## src/rtl/segment_update_controller_if.sv

```systemverilog
// Request and handshake bundle between an update requester and segment_update_controller.
// The controller connects through the slave modport, the requester or bench through the master modport.
interface segment_update_controller_if #(
  parameter int DATA_BITS = 10,
  parameter int ADDR_WID  = 5
);
  logic                 i_start;
  logic [DATA_BITS-1:0] i_key;
  logic                 o_busy;
  logic                 o_done;
  logic                 o_error;
  logic [ADDR_WID-1:0]  o_fragment_key;
  logic                 o_sdram_read;
  logic                 o_sdram_write;
  logic                 i_sdram_waitrequest;
  logic                 i_sdram_readdatavalid;
  logic                 o_cntl_s0_modify;
  logic                 i_cntl_s0_modify_done;

  modport master (
    output i_start, i_key, i_sdram_waitrequest, i_sdram_readdatavalid, i_cntl_s0_modify_done,
    input  o_busy, o_done, o_error, o_fragment_key, o_sdram_read, o_sdram_write, o_cntl_s0_modify
  );

  modport slave (
    input  i_start, i_key, i_sdram_waitrequest, i_sdram_readdatavalid, i_cntl_s0_modify_done,
    output o_busy, o_done, o_error, o_fragment_key, o_sdram_read, o_sdram_write, o_cntl_s0_modify
  );
endinterface

```

## src/rtl/segment_update_controller.sv

```systemverilog
// Runs each key fragment through SDRAM read, datapath modify and SDRAM write; all outputs registered.
// Each handshake stalls on waitrequest/valid/done for up to TIMEOUT cycles, then aborts with an o_error pulse.
module segment_update_controller #(
  parameter int DATA_BITS = 10,
  parameter int FRAGMENTS = 5,
  parameter int FRAG_BITS = 3,
  parameter int TIMEOUT   = 255
) (
  input logic                        clk,
  input logic                        reset,
  segment_update_controller_if.slave bus
);
  localparam int FRAG_WID = DATA_BITS / FRAGMENTS;
  localparam int ADDR_WID = FRAG_BITS + FRAG_WID;
  localparam int CNT_W    = $clog2(TIMEOUT + 1);
  localparam logic [FRAG_BITS-1:0] LAST_FRAG = FRAG_BITS'(FRAGMENTS - 1);
  localparam logic [CNT_W-1:0]     CNT_MAX   = CNT_W'(TIMEOUT);
  localparam logic [CNT_W-1:0]     CNT_WARN  = CNT_W'(TIMEOUT - 1);

  typedef enum logic [3:0] {
    IDLE, ADDR, RD_REQ, RD_WAIT, SETTLE, MODIFY, MOD_WAIT, WR_REQ, NEXT, DONE
  } state_t;

  state_t               state;
  logic [FRAG_BITS-1:0] frag;
  logic [FRAG_BITS-1:0] frag_nxt;
  logic [DATA_BITS-1:0] key_q;
  logic [CNT_W-1:0]     wait_cnt;
  logic                 hs_ok;

  assign frag_nxt = frag + 1'b1;

  function automatic logic [ADDR_WID-1:0] frag_addr(input logic [DATA_BITS-1:0] k,
                                                    input logic [FRAG_BITS-1:0] f);
    return {f, k[f*FRAG_WID +: FRAG_WID]};
  endfunction

  // Completion condition of whichever handshake the current wait state is blocked on.
  always_comb begin
    hs_ok = 1'b0;
    case (state)
      RD_REQ:   hs_ok = !bus.i_sdram_waitrequest;
      RD_WAIT:  hs_ok = bus.i_sdram_readdatavalid;
      MOD_WAIT: hs_ok = bus.i_cntl_s0_modify_done;
      WR_REQ:   hs_ok = !bus.i_sdram_waitrequest;
      default:  hs_ok = 1'b0;
    endcase
  end

  always_ff @(posedge clk) begin
    if (reset) begin
      state                <= IDLE;
      frag                 <= '0;
      key_q                <= '0;
      wait_cnt             <= '0;
      bus.o_busy           <= 1'b0;
      bus.o_done           <= 1'b0;
      bus.o_error          <= 1'b0;
      bus.o_fragment_key   <= '0;
      bus.o_sdram_read     <= 1'b0;
      bus.o_sdram_write    <= 1'b0;
      bus.o_cntl_s0_modify <= 1'b0;
    end else begin
      bus.o_done           <= 1'b0;
      bus.o_error          <= 1'b0;
      bus.o_cntl_s0_modify <= 1'b0;
      case (state)
        IDLE: begin
          if (bus.i_start) begin
            key_q              <= bus.i_key;
            frag               <= '0;
            bus.o_fragment_key <= frag_addr(bus.i_key, '0);
            bus.o_busy         <= 1'b1;
            state              <= ADDR;
          end
        end
        ADDR: begin
          bus.o_sdram_read <= 1'b1;
          wait_cnt         <= '0;
          state            <= RD_REQ;
        end
        RD_REQ, RD_WAIT, MOD_WAIT, WR_REQ: begin
          // The o_error cycle is spent in the wait state with requests already dropped.
          if (wait_cnt == CNT_MAX) begin
            bus.o_busy <= 1'b0;
            state      <= IDLE;
          end else if (hs_ok) begin
            wait_cnt          <= '0;
            bus.o_sdram_read  <= 1'b0;
            bus.o_sdram_write <= (state == MOD_WAIT);
            case (state)
              RD_REQ:   state <= RD_WAIT;
              RD_WAIT:  state <= SETTLE;
              MOD_WAIT: state <= WR_REQ;
              default:  state <= NEXT;
            endcase
          end else begin
            wait_cnt <= wait_cnt + 1'b1;
            if (wait_cnt == CNT_WARN) begin
              bus.o_error       <= 1'b1;
              bus.o_sdram_read  <= 1'b0;
              bus.o_sdram_write <= 1'b0;
            end
          end
        end
        SETTLE: begin
          bus.o_cntl_s0_modify <= 1'b1;
          state                <= MODIFY;
        end
        MODIFY: begin
          wait_cnt <= '0;
          state    <= MOD_WAIT;
        end
        NEXT: begin
          if (frag == LAST_FRAG) begin
            bus.o_done <= 1'b1;
            state      <= DONE;
          end else begin
            frag               <= frag_nxt;
            bus.o_fragment_key <= frag_addr(key_q, frag_nxt);
            state              <= ADDR;
          end
        end
        DONE: begin
          bus.o_busy <= 1'b0;
          state      <= IDLE;
        end
        default: state <= IDLE;
      endcase
    end
  end
endmodule

```

## src/flat_wrapper.sv

```systemverilog
// flat-port wrapper written by rule: the top's interface ports become plain ports
module segment_update_controller_flat 
#(
  parameter int DATA_BITS = 10,
  parameter int FRAGMENTS = 5,
  parameter int FRAG_BITS = 3,
  parameter int TIMEOUT   = 255
)
  (clk, reset, bus_i_start, bus_i_key, bus_i_sdram_waitrequest, bus_i_sdram_readdatavalid, bus_i_cntl_s0_modify_done, bus_o_busy, bus_o_done, bus_o_error, bus_o_fragment_key, bus_o_sdram_read, bus_o_sdram_write, bus_o_cntl_s0_modify);
  segment_update_controller_if #(.DATA_BITS(DATA_BITS), .ADDR_WID((FRAG_BITS + (DATA_BITS / FRAGMENTS)))) bus_i ();
  input logic clk;
  input logic reset;
  input wire logic [$bits(bus_i.i_start)-1:0] bus_i_start;
  input wire logic [$bits(bus_i.i_key)-1:0] bus_i_key;
  input wire logic [$bits(bus_i.i_sdram_waitrequest)-1:0] bus_i_sdram_waitrequest;
  input wire logic [$bits(bus_i.i_sdram_readdatavalid)-1:0] bus_i_sdram_readdatavalid;
  input wire logic [$bits(bus_i.i_cntl_s0_modify_done)-1:0] bus_i_cntl_s0_modify_done;
  output wire logic [$bits(bus_i.o_busy)-1:0] bus_o_busy;
  output wire logic [$bits(bus_i.o_done)-1:0] bus_o_done;
  output wire logic [$bits(bus_i.o_error)-1:0] bus_o_error;
  output wire logic [$bits(bus_i.o_fragment_key)-1:0] bus_o_fragment_key;
  output wire logic [$bits(bus_i.o_sdram_read)-1:0] bus_o_sdram_read;
  output wire logic [$bits(bus_i.o_sdram_write)-1:0] bus_o_sdram_write;
  output wire logic [$bits(bus_i.o_cntl_s0_modify)-1:0] bus_o_cntl_s0_modify;
  assign bus_i.i_start = bus_i_start;
  assign bus_i.i_key = bus_i_key;
  assign bus_i.i_sdram_waitrequest = bus_i_sdram_waitrequest;
  assign bus_i.i_sdram_readdatavalid = bus_i_sdram_readdatavalid;
  assign bus_i.i_cntl_s0_modify_done = bus_i_cntl_s0_modify_done;
  assign bus_o_busy = bus_i.o_busy;
  assign bus_o_done = bus_i.o_done;
  assign bus_o_error = bus_i.o_error;
  assign bus_o_fragment_key = bus_i.o_fragment_key;
  assign bus_o_sdram_read = bus_i.o_sdram_read;
  assign bus_o_sdram_write = bus_i.o_sdram_write;
  assign bus_o_cntl_s0_modify = bus_i.o_cntl_s0_modify;
  segment_update_controller #(.DATA_BITS(DATA_BITS), .FRAGMENTS(FRAGMENTS), .FRAG_BITS(FRAG_BITS), .TIMEOUT(TIMEOUT)) u_core (.clk(clk), .reset(reset), .bus(bus_i));
endmodule
```

## config.mk

```make
export PLATFORM = sky130hd
export DESIGN_NAME = segment_update_controller_flat
export DESIGN_NICKNAME = d
export VERILOG_FILES = /design/src/rtl/segment_update_controller_if.sv /design/src/rtl/segment_update_controller.sv /design/src/flat_wrapper.sv
export SDC_FILE = /design/constraint.sdc
export NUM_CORES = 1
export LEC_CHECK = 0
export ABC_CLOCK_PERIOD_IN_PS = 6050
export CAP_MARGIN = 30
export CORE_UTILIZATION = 57
export DETAILED_ROUTE_END_ITERATION = 8
export GPL_ROUTABILITY_DRIVEN = 0
export PLACE_DENSITY = 0.92
export RECOVER_POWER = 50
export SETUP_SLACK_MARGIN = 0.2
export SYNTH_ARGS = -nofsm -noshare
export SYNTH_HDL_FRONTEND = slang
export SYNTH_SLANG_ARGS = --single-unit
export TNS_END_PERCENT = 10
```

## constraint.sdc

```tcl
create_clock -name clk -period 6.05 [get_ports clk]
set_clock_uncertainty 0.15 [all_clocks]
set_input_delay 1.815 -clock clk [delete_from_list [all_inputs] [get_ports clk]]
set_output_delay 1.815 -clock clk [all_outputs]
set_load 0.01 [all_outputs]
```

Word level (Yosys, flattened, before mapping)
Cells that the tools add are included.
{"block": "word_totals", "ff_bits": 36, "latchBits": 0, "ram_bits": 0, "rom_bits": 0, "in_bits": 16, "out_inout_bits": 11, "n_memories": 0}
{"block": "op_classes", "addsub": 2, "n_mul": 0, "div_mod_pow": 0, "n_lt_le_gt_ge": 0, "eq_ne": 18, "n_shift": 1, "mux": 27, "bitwise_logic": 3, "reduce_logical": 19}
{"operator": "4-bit one-hot mux with 6 select lines", "n": 1}
{"operator": "4-bit by 3-bit == test with 1-bit output, second input constant", "n": 4}
{"operator": "8-bit == test, second input constant", "n": 2}
{"operator": "4-bit 2-to-1 mux", "n": 4}
{"operator": "8-bit 2-to-1 mux", "n": 2}
{"operator": "8-bit one-hot mux with 2 select lines", "n": 1}
{"operator": "4-bit one-hot mux with 3 select lines", "n": 1}
{"operator": "3-bit AND reduction", "n": 4}
{"operator": "5-bit 2-to-1 mux", "n": 2}
{"operator": "5-bit one-hot mux with 2 select lines", "n": 1}
{"operator": "10-bit by 5-bit variable part select with 2-bit output", "n": 1}
{"operator": "1-bit 2-to-1 mux", "n": 9}
{"operator": "8-bit by 1-bit adder with 8-bit output, second input constant", "n": 1}
{"operator": "4-bit by 2-bit == test with 1-bit output, second input constant", "n": 2}
{"operator": "4-bit == test, second input constant", "n": 2}
{"operator": "2-bit nonzero test", "n": 4}
{"operator": "4-bit OR reduction", "n": 2}
{"operator": "3-bit 2-to-1 mux", "n": 2}
{"operator": "2-bit != test, second input constant", "n": 3}
{"operator": "3-bit by 1-bit != test with 1-bit output, second input constant", "n": 2}
{"operator": "1-bit one-hot mux with 3 select lines", "n": 2}
{"operator": "3-bit one-hot mux with 2 select lines", "n": 1}
{"operator": "2-bit AND reduction", "n": 3}
{"operator": "2-bit OR reduction", "n": 3}
{"operator": "9 further kinds", "n": 11}

Longest topological paths before layout
Gate-level depths: netlist of the first run.
{"block": "depth", "depth_word": 6, "depth_mapped": 6, "depth_no_buf": 6}

Worst setup path after synthesis of the first run
Ideal clock, no wire load.
{"block": "synth_path", "kind": "input-to-reg", "startpoint": "input port bus_i_sdram_waitrequest", "endpoint": "register u_core.state[2]", "setup_ns": 0.072, "arrival_time_ns": 2.698, "required_ns": 5.828, "path_slack_ns": 3.130, "stages": 3, "path_cell_list": "or3_1 -> a31oi_1 -> mux2i_1"}
{"block": "synth_via", "elab_chain_len": 4}
{"item": "start: declaration", "line": "flat_wrapper.sv:15", "source": "input wire logic [$bits(bus_i.i_sdram_waitrequest)-1:0] bus_i_sdram_waitrequest;"}
{"item": "1-bit logical NOT", "line": "segment_update_controller.sv:42, segment_update_controller.sv:45"}
{"item": "1-bit one-hot mux with 3 select lines", "line": "segment_update_controller.sv:41", "source": "case (state)"}
{"item": "3-bit by 1-bit != test with 1-bit output (no source line)"}
{"item": "2-bit AND reduction (no source line)"}
{"item": "end signal: assignment", "line": "segment_update_controller.sv:52", "source": "state <= IDLE;"}
{"item": "end signal: assignment", "line": "segment_update_controller.sv:74", "source": "state <= ADDR;"}
{"item": "end signal: assignment", "line": "segment_update_controller.sv:80", "source": "state <= RD_REQ;"}
{"item": "end: declaration", "line": "segment_update_controller.sv:24", "source": "state_t state;"}
Every way passes these cells.
A chain may end at the register's enable or synchronous reset.

==> results of run 1 <==
## final timing paths
path	to	slack (ns)	start	cells after the start
min reg2reg	u_core.key_q[3]$_SDFFE_PP0P_	0.36	u_core.key_q[3]$_SDFFE_PP0P_	2
max	u_core.wait_cnt[2]$_SDFFE_PP0P_	2.47	reset	4
min	u_core.key_q[3]$_SDFFE_PP0P_	0.36	u_core.key_q[3]$_SDFFE_PP0P_	2
max reg2reg	u_core.state[2]$_SDFFE_PP0P_	3.87	u_core.state[1]$_SDFFE_PP0P_	4
## per-stage QoR
step                      setup slack, ns  utilization, %  area, µm²  std cells  hold WS [ns]
after global placement               2.27            70.0       1950        239         0.325
after CTS                            2.57            72.0       2000        246         0.355
after detailed placement             2.19            70.0       1950        239         0.337
after floorplan                      3.13               -       1700        192         0.308
after global routing                 2.31            72.0       2000        246         0.373
final                                2.47            72.0       2000        246         0.357
## metal layers
layer / global-route usage, % / wire (µm) / vias to the layer above
met2: 43.2 / 1870 / 57
li1: - / - / 745
met1: 29.7 / 1510 / 724
met4: 12.2 / 71 / 0
met5: 0 / 0 / -
met3: 8.76 / 244 / 6
## layout make-up
type	count	area (µm²)	area share, %
Clock buffer	7	55.1	2.75
Inverter	5	18.8	0.937
Multi-Input combinational cell	144	970	48.4
Sequential cell	33	661	33.0
Tap cell	31	38.8	1.94
Timing Repair Buffer	26	260	13.0
## cells by family after synthesis
group	share of synthesized area [%]
and+or+nand+nor	25.1
DFF	38.9
AOI/OAI and AO/OA	13.1
buffers and inverters	3.91
muxes	10.3
xor gates and xnor gates	5.68
adders and majority gates	2.95
## worst max-delay path: stages
cell,delay [ns]
sky130_fd_sc_hd__dlygate4sd3_1,1.05
sky130_fd_sc_hd__inv_1,0.27
sky130_fd_sc_hd__o21ai_1,0.39
sky130_fd_sc_hd__nor3_1,0.11
## power by group through the flow
stage,Clock (mW),Combinational (mW),Sequential [mW]
detailed placement,0,0.239,0.301
global placement,0,0.230,0.298
global route,0.136,0.265,0.303
floorplan,0,0.197,0.280
CTS,0.127,0.240,0.296
finish,0.125,0.241,0.297
## cells in the final DEF, fill, tap and decap left out, types with 2 or more instances in the layout
| cell | Yosys | routed |
|---|---|---|
| sky130_fd_sc_hd__dfxtp_1 | 33 | 33 |
| sky130_fd_sc_hd__clkdlybuf4s50_1 | 0 | 19 |
| sky130_fd_sc_hd__nor2_1 | 18 | 18 |
| sky130_fd_sc_hd__nand3_1 | 14 | 14 |
| sky130_fd_sc_hd__nor3_1 | 13 | 13 |
| sky130_fd_sc_hd__mux2i_1 | 13 | 13 |
| sky130_fd_sc_hd__nand2_1 | 12 | 12 |
| sky130_fd_sc_hd__a21oi_1 | 9 | 9 |
| sky130_fd_sc_hd__dlygate4sd3_1 | 0 | 7 |
| sky130_fd_sc_hd__xnor2_1 | 6 | 6 |
| sky130_fd_sc_hd__inv_1 | 5 | 5 |
| sky130_fd_sc_hd__xor2_1 | 5 | 5 |
| sky130_fd_sc_hd__a211oi_1 | 5 | 5 |
| sky130_fd_sc_hd__nor4_1 | 5 | 5 |
| sky130_fd_sc_hd__clkbuf_4 | 0 | 5 |
| sky130_fd_sc_hd__o21ai_0 | 4 | 4 |
| sky130_fd_sc_hd__ha_1 | 4 | 4 |
| sky130_fd_sc_hd__nor2b_1 | 3 | 3 |
| sky130_fd_sc_hd__nand2b_1 | 3 | 3 |
| sky130_fd_sc_hd__or3_1 | 3 | 3 |
| sky130_fd_sc_hd__nand4_1 | 3 | 3 |
| sky130_fd_sc_hd__mux4_2 | 2 | 2 |
| sky130_fd_sc_hd__a32o_1 | 2 | 2 |
| sky130_fd_sc_hd__and4_1 | 2 | 2 |
| sky130_fd_sc_hd__o21ai_1 | 2 | 2 |
## flip-flops by register name, summed over array words and instances (netlist names)
register	cells
u_core.bus.o_busy	1
u_core.bus.o_cntl_s0_modify	1
u_core.bus.o_done	1
u_core.bus.o_error	1
u_core.bus.o_fragment_key	3
u_core.bus.o_sdram_read	1
u_core.bus.o_sdram_write	1
u_core.frag	2
u_core.key_q	10
u_core.state	4
u_core.wait_cnt	8
==> qor_table.md, run 1 <==
| Step | Metric | This run |
|---|---|---|
| outcome | Result of the run | completed |
| logic synthesis | Library cell with the largest summed area after synthesis | sky130_fd_sc_hd__dfxtp_1 |
| final layout | Area Overhead vs Synth | 18.1% |
| sta | Final number of hold-violating endpoints | 0 |
| clock network | Resized cells post-CTS | 0 |
| final layout | Total of fill cells in the finished design | 211 |
| logic synthesis | Mean Syn Cell Area | 8.84 µm² |
| sta | Achievable Freq | 0.279 GHz |
| power and ir drop | Combinational share of power | 36.3% |
| logic synthesis | Largest cells by area after synthesis | sky130_fd_sc_hd__dfxtp_1 (39%), sky130_fd_sc_hd__mux2i_1 (7.7%), sky130_fd_sc_hd__nand3_1 (4.1%) |
| floorplanning | Area of the die | 3200 µm² |
| global route | Number of antenna violations at the first check in global routing | 0 |
| logic synthesis | Post-synthesis instance area | 1700 µm² |
| job | Max-cap violations | 0 |
| clock network | Number of levels the H-tree was split into | 2 |
| clock network | Clock transition at the registers of the reported paths | 0.10 ns |
| logic synthesis | Ys async rst share | 0% |
| clock network | Clock latency of the later-clocked register in the worst-skew pair | 0.34 ns |
| clock network | TritonCTS clock tree | built |
| place | Hpwl dp | 2.71 mm |
| power and ir drop | Sw Pwr | 243 µW |
| worst setup path | Kind of end point of the critical path | flip-flop |
| sta | Final Critical Period | 3.58 ns |
| global route | Pin count of the biggest net entering global routing | 24 |
| worst setup path | Critical path peak fanout | 23 |
| logic synthesis | Fraction of synthesized cell area taken by the top area cell type | 38.9% |
| power and ir drop | Net Sw Frac | 36.7% |
| logic synthesis | Synthesized netlist net count | 212 |
| logic synthesis | Proportion of synthesized chip area in sequential cells | 38.9% |
| power and ir drop | Total leakage power | 0.745 nW |
| sta | Setup total negative slack | 0 ns |
| logic synthesis | Distinct cells, synth | 41 |
| place | Number of buffers inserted by port buffering | 26 |
| sta | Max-slew headroom | 47.7% |
| worst setup path | Arrival time at the worst endpoint | 3.63 ns |
| logic synthesis | Synthesized flop and latch total | 33 |
| sta | Slew of the pin with the lowest slew margin | 0.782 ns |
| power and ir drop | Internal Pwr Total | 419 µW |
| clock network | Clock Sink Count | 33 |
| floorplanning | Top Ports | 27 |
| sta | Setup repair after global routing missed its margin | false |
| worst setup path | WS Path Type | in2reg |
| global route | Residual overflow from global routing | 0 |
| logic synthesis | Synthesized instance count | 192 |
| logic synthesis | Most numerous cell in the Yosys netlist | sky130_fd_sc_hd__dfxtp_1 |
| final layout | Share of cells above drive strength 1 | 5.58% |
| clock network | CTS hold repair buffers | 0 |
| global route | Global Route Usage Sum | 25.9% |
| logic synthesis | Most used flip-flop cell after synthesis | sky130_fd_sc_hd__dfxtp_1 |
| final layout | Final layout net count | 235 |
| sta | Final cycle utilization of the critical path | 59.2% |
| final layout | Ant. Diodes | 0 |
| logic synthesis | Synth cell count leaders | sky130_fd_sc_hd__dfxtp_1 (33), sky130_fd_sc_hd__nor2_1 (18), sky130_fd_sc_hd__nand3_1 (14), sky130_fd_sc_hd__mux2i_1 (13), sky130_fd_sc_hd__nor3_1 (13) |
| global route | Global-route wire length before repair | 6.39 mm |
| detailed routing | Number of detailed-route iterations in the first pass | 4 |
| global route | Via count of the first global-routing pass | 1487 |
| floorplanning | Height of the die | 56.6 µm |
| power and ir drop | Share of power burned in registers | 44.8% |
| clock network | Master cell of the clock root buffer | sky130_fd_sc_hd__clkbuf_4 |
| power and ir drop | Overall power of the completed layout | 662 µW |
| hold path | Type of the most critical hold path | reg2reg |
| power and ir drop | Worst-case vdd ir drop | 0.337 mV |
| clock network | Number of buffers inserted by post-CTS setup repair | 0 |
| worst setup path | Kind of start point of the critical path | input port |
| worst setup path | Req. time, crit path | 6.10 ns |
| sta | Final setup violation count | 0 |
| power and ir drop | Cell area power density | 331 nW/µm² |
| power and ir drop | Clock network fraction of design power | 18.8% |
| clock network | Worst-case clock buffer depth | 2 |
| detailed routing | Number of design-rule violations left by the first detailed-router iteration | 67 |
| floorplanning | Core Footprint | 2780 µm² |
| sta | Max-slew violation count | 0 |
| detailed routing | DRC violations left | 0 |
| clock network | Number of clock buffers inserted by TritonCTS | 5 |
| floorplanning | Die width | 56.6 µm |
| floorplanning | Num rows | 19 |
| detailed routing | Average vias per placed instance | 6.23 |
| detailed routing | Routed wirelength normalized by instance count | 15.1 µm |
| logic synthesis | Yosys warns | 0 |
| detailed routing | Remaining antenna violation count after routing | 0 |
| detailed routing | Wirelength, routed | 3.70 mm |
| logic synthesis | Number of enable-type register cells in the synthesized netlist | 0 |
| floorplanning | Initial Util | 61.0% |
| detailed routing | Vias | 1532 |
Power figures use the tool's default switching activity.
==> run 2: changes to the inputs <==
--- a/config.mk
+++ b/config.mk
@@ -5,12 +5,12 @@
 export SDC_FILE = /design/constraint.sdc
 export NUM_CORES = 1
 export LEC_CHECK = 0
-export ABC_CLOCK_PERIOD_IN_PS = 6050
+export ABC_CLOCK_PERIOD_IN_PS = 2920
 export CAP_MARGIN = 30
-export CORE_UTILIZATION = 57
+export CORE_UTILIZATION = 47
 export DETAILED_ROUTE_END_ITERATION = 8
 export GPL_ROUTABILITY_DRIVEN = 0
-export PLACE_DENSITY = 0.92
+export PLACE_DENSITY = 0.82
 export RECOVER_POWER = 50
 export SETUP_SLACK_MARGIN = 0.2
 export SYNTH_ARGS = -nofsm -noshare
==> constraint.sdc (replaced) <==
create_clock -name clk -period 2.92 [get_ports clk]
set_clock_uncertainty 0.15 [all_clocks]
set_input_delay 0.876 -clock clk [delete_from_list [all_inputs] [get_ports clk]]
set_output_delay 0.876 -clock clk [all_outputs]
set_load 0.01 [all_outputs]
==> qor_table.md, run 2 (same netlist as run 1, synthesis figures left out) <==
| Step | Metric | This run |
|---|---|---|
| clock network | Resized cells post-CTS | 0 |
| global route | Global Route Usage Sum | 20.6% |
| clock network | Number of levels the H-tree was split into | 2 |
| clock network | Clock latency of the later-clocked register in the worst-skew pair | 0.34 ns |
| clock network | Number of buffers inserted by post-CTS setup repair | 0 |
| detailed routing | Number of detailed-route iterations in the first pass | 4 |
| place | Hpwl dp | 2.50 mm |
| floorplanning | Top Ports | 27 |
| worst setup path | Req. time, crit path | 1.89 ns |
| job | Max-cap violations | 0 |
| final layout | Area Overhead vs Synth | 19.2% |
| sta | Max-slew headroom | 12.5% |
| place | Number of buffers inserted by port buffering | 26 |
| clock network | Number of clock buffers inserted by TritonCTS | 5 |
| floorplanning | Die width | 62.1 µm |
| clock network | TritonCTS clock tree | built |
| floorplanning | Num rows | 21 |
| worst setup path | WS Path Type | reg2out |
| sta | Final number of hold-violating endpoints | 0 |
| floorplanning | Core Footprint | 3390 µm² |
| hold path | Type of the most critical hold path | reg2reg |
| power and ir drop | Worst-case vdd ir drop | 0.253 mV |
| detailed routing | Average vias per placed instance | 5.53 |
| sta | Setup repair after global routing missed its margin | false |
| clock network | Master cell of the clock root buffer | sky130_fd_sc_hd__clkbuf_4 |
| clock network | Clock transition at the registers of the reported paths | 0.10 ns |
| floorplanning | Area of the die | 3850 µm² |
| detailed routing | Number of design-rule violations left by the first detailed-router iteration | 138 |
| worst setup path | Critical path peak fanout | 7 |
| worst setup path | Kind of start point of the critical path | flip-flop |
| final layout | Biggest regs | u_core.key_q: 10 flops, u_core.wait_cnt: 8 flops, u_core.state: 4 flops |
| final layout | FF+latch area | 661 µm² |
| power and ir drop | Total leakage power | 0.734 nW |
| worst setup path | Critical Path Max Stage Delay | 0.59 ns |
| global route | Via count of the first global-routing pass | 1314 |
| worst setup path | Kind of end point of the critical path | output pin |
| global route | Number of antenna violations at the first check in global routing | 0 |
| final layout | Final non-filler cell total | 262 |
| worst setup path | CP delay by family, top | buffers and inverters |
| detailed routing | Routed wirelength normalized by instance count | 13.5 µm |
| clock network | CTS hold repair buffers | 0 |
| detailed routing | Wirelength, routed | 3.54 mm |
| detailed routing | Remaining antenna violation count after routing | 0 |
| worst setup path | Master of the slowest instance on the critical path | sky130_fd_sc_hd__clkdlybuf4s50_1 |
| final layout | Max reg flops | 10 |
| floorplanning | Initial Util | 50.1% |
| final layout | Total of fill cells in the finished design | 300 |
| final layout | Most flops, register | u_core.key_q |
| detailed routing | Vias | 1448 |
| sta | Slew of the pin with the lowest slew margin | 1.29 ns |
| detailed routing | DRC violations left | 0 |
| final layout | Commonest non-fill, non-tap cell in the layout | sky130_fd_sc_hd__dfxtp_1 |
| final layout | Ant. Diodes | 0 |
| final layout | Final layout net count | 236 |
| power and ir drop | Cell area power density | 671 nW/µm² |
| final layout | Final Core Density | 59.7% |
| sta | Final cycle utilization of the critical path | 83.5% |
| worst setup path | CP cell instances | clkdlybuf4s50_1 |
| global route | Global-route wire length before repair | 5.69 mm |
| floorplanning | Height of the die | 62.1 µm |
| global route | Residual overflow from global routing | 0 |
| sta | Final Critical Period | 2.44 ns |
| sta | Achievable Freq | 0.410 GHz |
| clock network | Clock Sink Count | 33 |
| worst setup path | Critical path buffers and inverters | 1 |
| sta | Final setup violation count | 0 |
| global route | Pin count of the biggest net entering global routing | 23 |
| place | Cell total after placement | 255 |
| sta | Setup total negative slack | 0 ns |
| final layout | Area taken by multi-input logic gates | 963 µm² |
| worst setup path | Arrival time at the worst endpoint | 1.41 ns |
| sta | Max-slew violation count | 0 |
| final layout | Top library cells by usage in the layout, fill and taps aside | sky130_fd_sc_hd__dfxtp_1 (33), sky130_fd_sc_hd__clkdlybuf4s50_1 (24), sky130_fd_sc_hd__nor2_1 (18), sky130_fd_sc_hd__nand3_1 (14) |
| final layout | Share of cells above drive strength 1 | 5.56% |
| outcome | Result of the run | completed |
| clock network | Worst-case clock buffer depth | 2 |
==> run 2: final cells by class <==
class | count | share of cell area, %
repair buffers | 27 | 13.2
clock buffers | 7 | 2.72
flip-flops and latches | 33 | 32.7
inverters | 5 | 0.928
multi-input cells | 144 | 47.6
well taps | 46 | 2.84
==> run 2: path summary, 6_finish.rpt <==
| kind | from | slack (ns) | depth (start not counted) | to |
|---|---|---|---|---|
| worst min register to register | u_core.key_q[1]$_SDFFE_PP0P_ | 0.35 | 2 | u_core.key_q[1]$_SDFFE_PP0P_ |
| worst max register to register | u_core.state[3]$_SDFFE_PP0P_ | 0.50 | 3 | u_core.bus.o_fragment_key[1]$_SDFFE_PP0P_ |
| worst max-delay path | u_core.frag[0]$_SDFFE_PP0P_ | 0.48 | 1 | bus_o_fragment_key[2] |
| worst min-delay path | u_core.key_q[1]$_SDFFE_PP0P_ | 0.35 | 2 | u_core.key_q[1]$_SDFFE_PP0P_ |
==> run 2: power breakdown <==
part | switching [mW] | internal (mW)
clock | 0.146 | 0.113
combinational | 0.254 | 0.235
sequential | 0.0887 | 0.521
==> run 2: routing by layer <==
metal	wire (µm)	share of wire [%]	vias to the layer above	GRT usage [%]
li1	-	-	746	-
met1	1650	47	661	26.0
met2	1660	47	35	32.8
met3	168	4.8	6	6.21
met4	62	1.8	0	8.57
met5	0	0	-	0
==> run 2: through the flow <==
| step | power [mW] | hold WS (ns) | worst slack (ns) | instance area [µm²] |
|---|---|---|---|---|
| 3_3_place_gp | 1.10 | 0.323 | 0.453 | 1970 |
| 5_1_grt | 1.45 | 0.380 | 0.342 | 2020 |
| 3_5_place_dp | 1.11 | 0.332 | 0.417 | 1970 |
| 2_1_floorplan | 0.989 | 0.308 | 0.898 | 1700 |
| 4_1_cts | 1.37 | 0.355 | 0.462 | 2030 |
| 6_report | 1.36 | 0.350 | 0.481 | 2020 |
==> run 2: tightest hold or removal path, delay by kind of cell, from the launching register on <==
kind             cells  cell delay [ns]
flip-flops           1             0.33
multiplexers         1             0.07
AND/OR/NAND/NOR      1             0.07
